## src/rtl/ssd_best_match_pkg.sv

```systemverilog
// Shared widths, FSM encoding and a constant-foldable clog2 for the SSD best-match block.
package ssd_best_match_pkg;

  localparam int PIX_W = 8;
  localparam int SQR_W = 16;
  localparam int SUM_W = 18;

  typedef enum logic {
    IDLE = 1'b0,
    RUN  = 1'b1
  } state_e;

  function automatic int clog2(input int value);
    int r;
    r = 0;
    for (int i = 0; i < 31; i++) begin
      if ((1 << i) < value) r = i + 1;
    end
    return r;
  endfunction

endpackage

```

## src/rtl/ssd_best_match_sum4_reg.sv

```systemverilog
// Stage 1: registered sum of the four squared-difference lanes; flush drops the beat.
module ssd_best_match_sum4_reg
  import ssd_best_match_pkg::*;
(
  input  logic             clk,
  input  logic             nrst,
  input  logic             flush_i,
  input  logic             vld_i,
  input  logic [SQR_W-1:0] z0_i,
  input  logic [SQR_W-1:0] z1_i,
  input  logic [SQR_W-1:0] z2_i,
  input  logic [SQR_W-1:0] z3_i,
  output logic [SUM_W-1:0] s1_sum_o,
  output logic             s1_vld_o
);

  logic [SUM_W-1:0] sum_d, sum_q;
  logic             vld_d, vld_q;

  always_comb begin
    sum_d = SUM_W'(z0_i) + SUM_W'(z1_i) + SUM_W'(z2_i) + SUM_W'(z3_i);
    vld_d = vld_i & ~flush_i;
  end

  always_ff @(posedge clk) begin
    if (!nrst) begin
      sum_q <= '0;
      vld_q <= 1'b0;
    end else begin
      sum_q <= sum_d;
      vld_q <= vld_d;
    end
  end

  assign s1_sum_o = sum_q;
  assign s1_vld_o = vld_q;

endmodule

```

## src/rtl/ssd_best_match.sv

```systemverilog
// Accumulates BEATS beats per candidate into an SSD and tracks the minimum over CANDS candidates.
module ssd_best_match
  import ssd_best_match_pkg::*;
#(
  parameter  int BEATS = 16,
  parameter  int CANDS = 16,
  parameter  int IDX_W = 4,
  localparam int ACC_W = SUM_W + clog2(BEATS)
) (
  input  logic             clk,
  input  logic             nrst,
  input  logic             start,
  input  logic             sqr_valid,
  input  logic [SQR_W-1:0] z0,
  input  logic [SQR_W-1:0] z1,
  input  logic [SQR_W-1:0] z2,
  input  logic [SQR_W-1:0] z3,
  output logic             busy,
  output logic             ssd_valid,
  output logic [ACC_W-1:0] ssd_out,
  output logic [IDX_W-1:0] cand_idx,
  output logic             done,
  output logic [ACC_W-1:0] best_ssd,
  output logic [IDX_W-1:0] best_idx
);

  localparam int BEAT_W = clog2(BEATS);
  localparam int CNT_W  = clog2(CANDS + 1);

  state_e            state_q, state_d;
  logic [BEAT_W-1:0] beat_cnt_q, beat_cnt_d;
  logic [CNT_W-1:0]  cand_cnt_q, cand_cnt_d;
  logic [ACC_W-1:0]  acc_q, acc_d;
  logic [ACC_W-1:0]  ssd_out_q, ssd_out_d;
  logic [IDX_W-1:0]  cand_idx_q, cand_idx_d;
  logic              ssd_valid_q, ssd_valid_d;
  logic              done_q, done_d;
  logic [ACC_W-1:0]  best_ssd_q, best_ssd_d;
  logic [IDX_W-1:0]  best_idx_q, best_idx_d;
  logic [SUM_W-1:0]  s1_sum;
  logic              s1_vld;
  logic              stage2_fire;

  ssd_best_match_sum4_reg u_sum4 (
    .clk      (clk),
    .nrst     (nrst),
    .flush_i  (start),
    .vld_i    (sqr_valid & (state_q == RUN)),
    .z0_i     (z0),
    .z1_i     (z1),
    .z2_i     (z2),
    .z3_i     (z3),
    .s1_sum_o (s1_sum),
    .s1_vld_o (s1_vld)
  );

  // Beats reaching stage 2 after the last candidate (cand_cnt == CANDS) are dropped.
  assign stage2_fire = s1_vld && (state_q == RUN) && !start && (cand_cnt_q < CNT_W'(CANDS));

  always_comb begin
    beat_cnt_d  = beat_cnt_q;
    cand_cnt_d  = cand_cnt_q;
    acc_d       = acc_q;
    ssd_out_d   = ssd_out_q;
    cand_idx_d  = cand_idx_q;
    ssd_valid_d = 1'b0;
    done_d      = 1'b0;
    best_ssd_d  = best_ssd_q;
    best_idx_d  = best_idx_q;

    if (start) begin
      beat_cnt_d = '0;
      cand_cnt_d = '0;
      acc_d      = '0;
    end else if (stage2_fire) begin
      if (beat_cnt_q == BEAT_W'(BEATS - 1)) begin
        ssd_out_d   = acc_q + ACC_W'(s1_sum);
        cand_idx_d  = IDX_W'(cand_cnt_q);
        ssd_valid_d = 1'b1;
        acc_d       = '0;
        beat_cnt_d  = '0;
        cand_cnt_d  = cand_cnt_q + 1'b1;
      end else begin
        acc_d      = acc_q + ACC_W'(s1_sum);
        beat_cnt_d = beat_cnt_q + 1'b1;
      end
    end

    // Strict less-than keeps the earliest index on ties.
    if (ssd_valid_q) begin
      if ((cand_idx_q == '0) || (ssd_out_q < best_ssd_q)) begin
        best_ssd_d = ssd_out_q;
        best_idx_d = cand_idx_q;
      end
      done_d = (cand_idx_q == IDX_W'(CANDS - 1));
    end
  end

  always_comb begin
    state_d = state_q;
    case (state_q)
      IDLE:    if (start) state_d = RUN;
      RUN:     if (!start && done_d) state_d = IDLE;
      default: state_d = IDLE;
    endcase
  end

  always_comb begin
    busy = (state_q == RUN);
  end

  always_ff @(posedge clk) begin
    if (!nrst) begin
      state_q     <= IDLE;
      beat_cnt_q  <= '0;
      cand_cnt_q  <= '0;
      acc_q       <= '0;
      ssd_out_q   <= '0;
      cand_idx_q  <= '0;
      ssd_valid_q <= 1'b0;
      done_q      <= 1'b0;
      best_ssd_q  <= '0;
      best_idx_q  <= '0;
    end else begin
      state_q     <= state_d;
      beat_cnt_q  <= beat_cnt_d;
      cand_cnt_q  <= cand_cnt_d;
      acc_q       <= acc_d;
      ssd_out_q   <= ssd_out_d;
      cand_idx_q  <= cand_idx_d;
      ssd_valid_q <= ssd_valid_d;
      done_q      <= done_d;
      best_ssd_q  <= best_ssd_d;
      best_idx_q  <= best_idx_d;
    end
  end

  assign ssd_valid = ssd_valid_q;
  assign ssd_out   = ssd_out_q;
  assign cand_idx  = cand_idx_q;
  assign done      = done_q;
  assign best_ssd  = best_ssd_q;
  assign best_idx  = best_idx_q;

endmodule

```

## config.mk

```make
export PLATFORM = sky130hd
export DESIGN_NAME = ssd_best_match
export DESIGN_NICKNAME = d
export VERILOG_FILES = /design/src/rtl/ssd_best_match_pkg.sv /design/src/rtl/ssd_best_match_sum4_reg.sv /design/src/rtl/ssd_best_match.sv
export SDC_FILE = /design/constraint.sdc
export NUM_CORES = 1
export LEC_CHECK = 0
export ABC_AREA = 1
export CORE_ASPECT_RATIO = 1.4
export CORE_MARGIN = 2
export CORE_UTILIZATION = 35
export CTS_CLUSTER_DIAMETER = 120
export CTS_CLUSTER_SIZE = 10
export DETAILED_ROUTE_END_ITERATION = 10
export GPL_ROUTABILITY_DRIVEN = 0
export SETUP_SLACK_MARGIN = 0.02
export SLEW_MARGIN = 20
export SYNTH_ARGS = -nofsm -noshare
export SYNTH_HDL_FRONTEND = slang
export SYNTH_SLANG_ARGS = --single-unit
export TNS_END_PERCENT = 1
```

## constraint.sdc

```tcl
create_clock -name clk -period 3.99 [get_ports clk]
set_input_delay 0.798 -clock clk [delete_from_list [all_inputs] [get_ports clk]]
set_output_delay 0.798 -clock clk [all_outputs]
set_load 0.05 [all_outputs]
```

==> qor.csv <==
metric,value,unit
"slowest stage delay, CP",0.51,ns
Non-Filler Instances,1671,
status,finished clean,
Synth Instances,1202,
# hold bufs at CTS,0,
die height,182,µm
CP Max Fanout,4,
Cells after DPL,1649,
syn_nets,1362,
antenna-violating nets left,0,
Finished Cell Area,0.0104,mm²
DRT iter0 DRCs,232,
via count of the first global-routing pass,7389,
RSZ-0062 raised after global routing,true,
DRC violations left,0,
TritonCTS clock tree,done,
dpl ws,-0.643,ns
Worst VDD drop,0.208,mV
Buffers on Ports,122,
fin util,46.6,%
Synth Cell Area,0.00789,mm²
"Slew Viols, Final",0,
syn_area_per_cell,6.56,µm²
Max-Cap Viols,0,
DP HPWL,15400,µm
dominant cell type by area after synthesis,dfxtp_1,
clock sink total,105,
total power,3.69,mW
Hold Fails Final Rpt,0,
Global Route Usage Sum,16.6,%
critical path's most frequent cell,nand2_1,
Yosys reg bits,105,
Setup-failing EPs final,0,
worst setup margin,0.128,ns
Worst Max-Slew Pin Slew,0.593,ns
GR Overflow Total,0,
CP required,4.28,ns
Wirelength per Cell,11.7,µm
Rows,65,
CP bufs+invs,5,
Vias,7665,
critical path endpoint category,register,
core area,0.0224,mm²
DIE AREA,0.0238,mm²
share of post-route cells with drive strength above 1,11.8,%
Lkg Pwr,5.01,nW
Top Ports,123,
layout net count,1525,
sequential-to-total area share from yosys stat,26.6,%
Num CTS Buffers,9,
first-pass GRT wire length,32400,µm
PD cells,354,mW/mm²
crit path DAT,4.15,ns
Routed WL,19500,µm
initial antenna violation count,0,
largest net degree at the start of global routing,54,
fin crit share,96.8,%
CTS H-tree lvls,3,
"FFs w/ async S/R, synth",0,%
Max clock buf depth,2,
Fmax,0.259,GHz
CP max stage cell,clkdlybuf4s50_1,
Startpoint Class,input pin,
unique cell type count in the Yosys netlist,39,
placed inst area,0.00971,mm²
Clock Skew,0.0131,ns
clock latency on the worst-skew pair,0.35,ns
root buffer cell,clkbuf_16,
Final Critical Period,3.86,ns
Diodes inserted,0,
yosys warns,0,
worst hold path type,reg -> reg,
"top cells by area, synth","dfxtp_1, nand2_1, ha_1, inv_1, a21oi_1",
router iterations before antenna repair,4,
Vias/cell,4.59,
CP Class,in -> reg,
area grow syn2layout,32.0,%
"Clk pin slew, worst setup/hold paths",0.08,ns
Yosys top cell area share,26.6,%
Die W,131,µm
"Top FF cell, synth",dfxtp_1,
"EDFF count, synth",0,
critical-path cell list,clkdlybuf4s50_1 > ha_4 > a21oi_1 > nand2_1 > a21oi_2 > buf_4 > o21ai_2 > buf_4 > nand3b_1 > nand2_1 > nand2_1 > nand2_1 > fa_1 > inv_1 > ha_4 > a21oi_2 > nor2_1 > a211oi_2 > buf_4 > a21oi_2 > nor2_1,
Initial Utilization,35.3,%
CP top delay family,buffers and inverters,
Max-slew headroom,60.4,%
cell usage after synthesis, drive strengths merged (6+ instances only):
| cell | number |
|---|---|
| nor2 | 97 |
| ha | 73 |
| clkbuf | 12 |
| fa | 19 |
| nand2 | 320 |
| o21ai | 44 |
| a21o | 6 |
| inv | 235 |
| xnor2 | 8 |
| nand4 | 10 |
| nand3b | 6 |
| buf | 18 |
| nand3 | 78 |
| xor2 | 10 |
| dfxtp | 105 |
| a21oi | 140 |
power by group:
part | leakage, nW | internal (mW) | switching (mW)
Sequential | 0.851 | 1.12 | 0.0255
Combinational | 4.00 | 0.728 | 0.876
Clock | 0.157 | 0.507 | 0.432
Total | 5.01 | 2.35 | 1.33
worst reg2reg max path, cell delays in order (launching register included):
cell and delay [ns]:
dfxtp_1 0.34, ha_1 0.23, inv_1 0.07, fa_1 0.45
inv_1 0.15, nand3_1 0.10, nand3_2 0.15, nand2_1 0.07
nand2_1 0.16, nand3_1 0.14, nand2_1 0.09, nand2_1 0.06
nand2_1 0.08, nand2_1 0.06, nand2_1 0.06, inv_1 0.03
final cells by class:
class / count / area, µm²
fillers: 2278 / 11900
multi-input cells: 832 / 5050
flip-flops and latches: 105 / 2100
repair buffers: 182 / 1680
inverters: 235 / 885
well taps: 301 / 377
clock buffers: 9 / 225
clock inverters: 7 / 95.1
metrics by stage:
stage                     TNS (ns)  hold WS [ns]
after floorplan                  0         0.448
after global placement       -4.22         0.457
after detailed placement     -4.85         0.464
after CTS                  -0.0177         0.476
after global routing        -0.117         0.496
final                            0         0.475
layout by cell type (no fill, tap or decap), types with 9 or more instances in the layout:
cell type          n
o21ai_0           36
ha_1              64
dfxtp_1          104
a21oi_2           20
clkbuf_16          9
nor2_1            88
xor2_1            10
inv_1            225
inv_2              9
fa_1              18
nand4_1            9
clkdlybuf4s50_1  118
a21oi_1          118
buf_4             60
nand3_1           71
nand2_1          308
kinds of logic after synthesis:
logic type	synth area share, %
and+or+nand+nor	27.7
buffers and inverters	13.5
AOI/OAI and AO/OA	13.7
DFF	26.6
adders and majority gates	16.4
xor gates and xnor gates	2.00
metal layers:
metal / global-route usage (%) / part of all wire (%)
met1: 19.5 / 43
met2: 30.4 / 50
met3: 1.59 / 3.6
met4: 6.98 / 3.2
met5: 0 / 0
registers in the layout, indices dropped and copies added (netlist names):
register / flops
busy: 1
u_sum4.s1_vld_o: 1
cand_cnt_q: 5
cand_idx: 4
best_ssd: 22
ssd_valid: 1
u_sum4.s1_sum_o: 18
best_idx: 4
beat_cnt_q: 4
ssd_out: 22
acc_q: 22
done: 1
what timing repair did:
action	4_1_cts	5_1_grt
pin swaps	4	30
buffers inserted	2	4
resized for setup	12	69
setup endpoints to repair	8	11
path summary, 6_finish.rpt:
path / start / end / slack [ns] / depth (start not counted)
max: z1[2] / u_sum4.s1_sum_o[14] / 0.13 / 21
min: acc_q[16] / acc_q[16] / 0.47 / 2
max reg2reg: acc_q[0] / ssd_out[16] / 1.69 / 15
min reg2reg: acc_q[16] / acc_q[16] / 0.47 / 2
(Power assumes the default switching activity.)
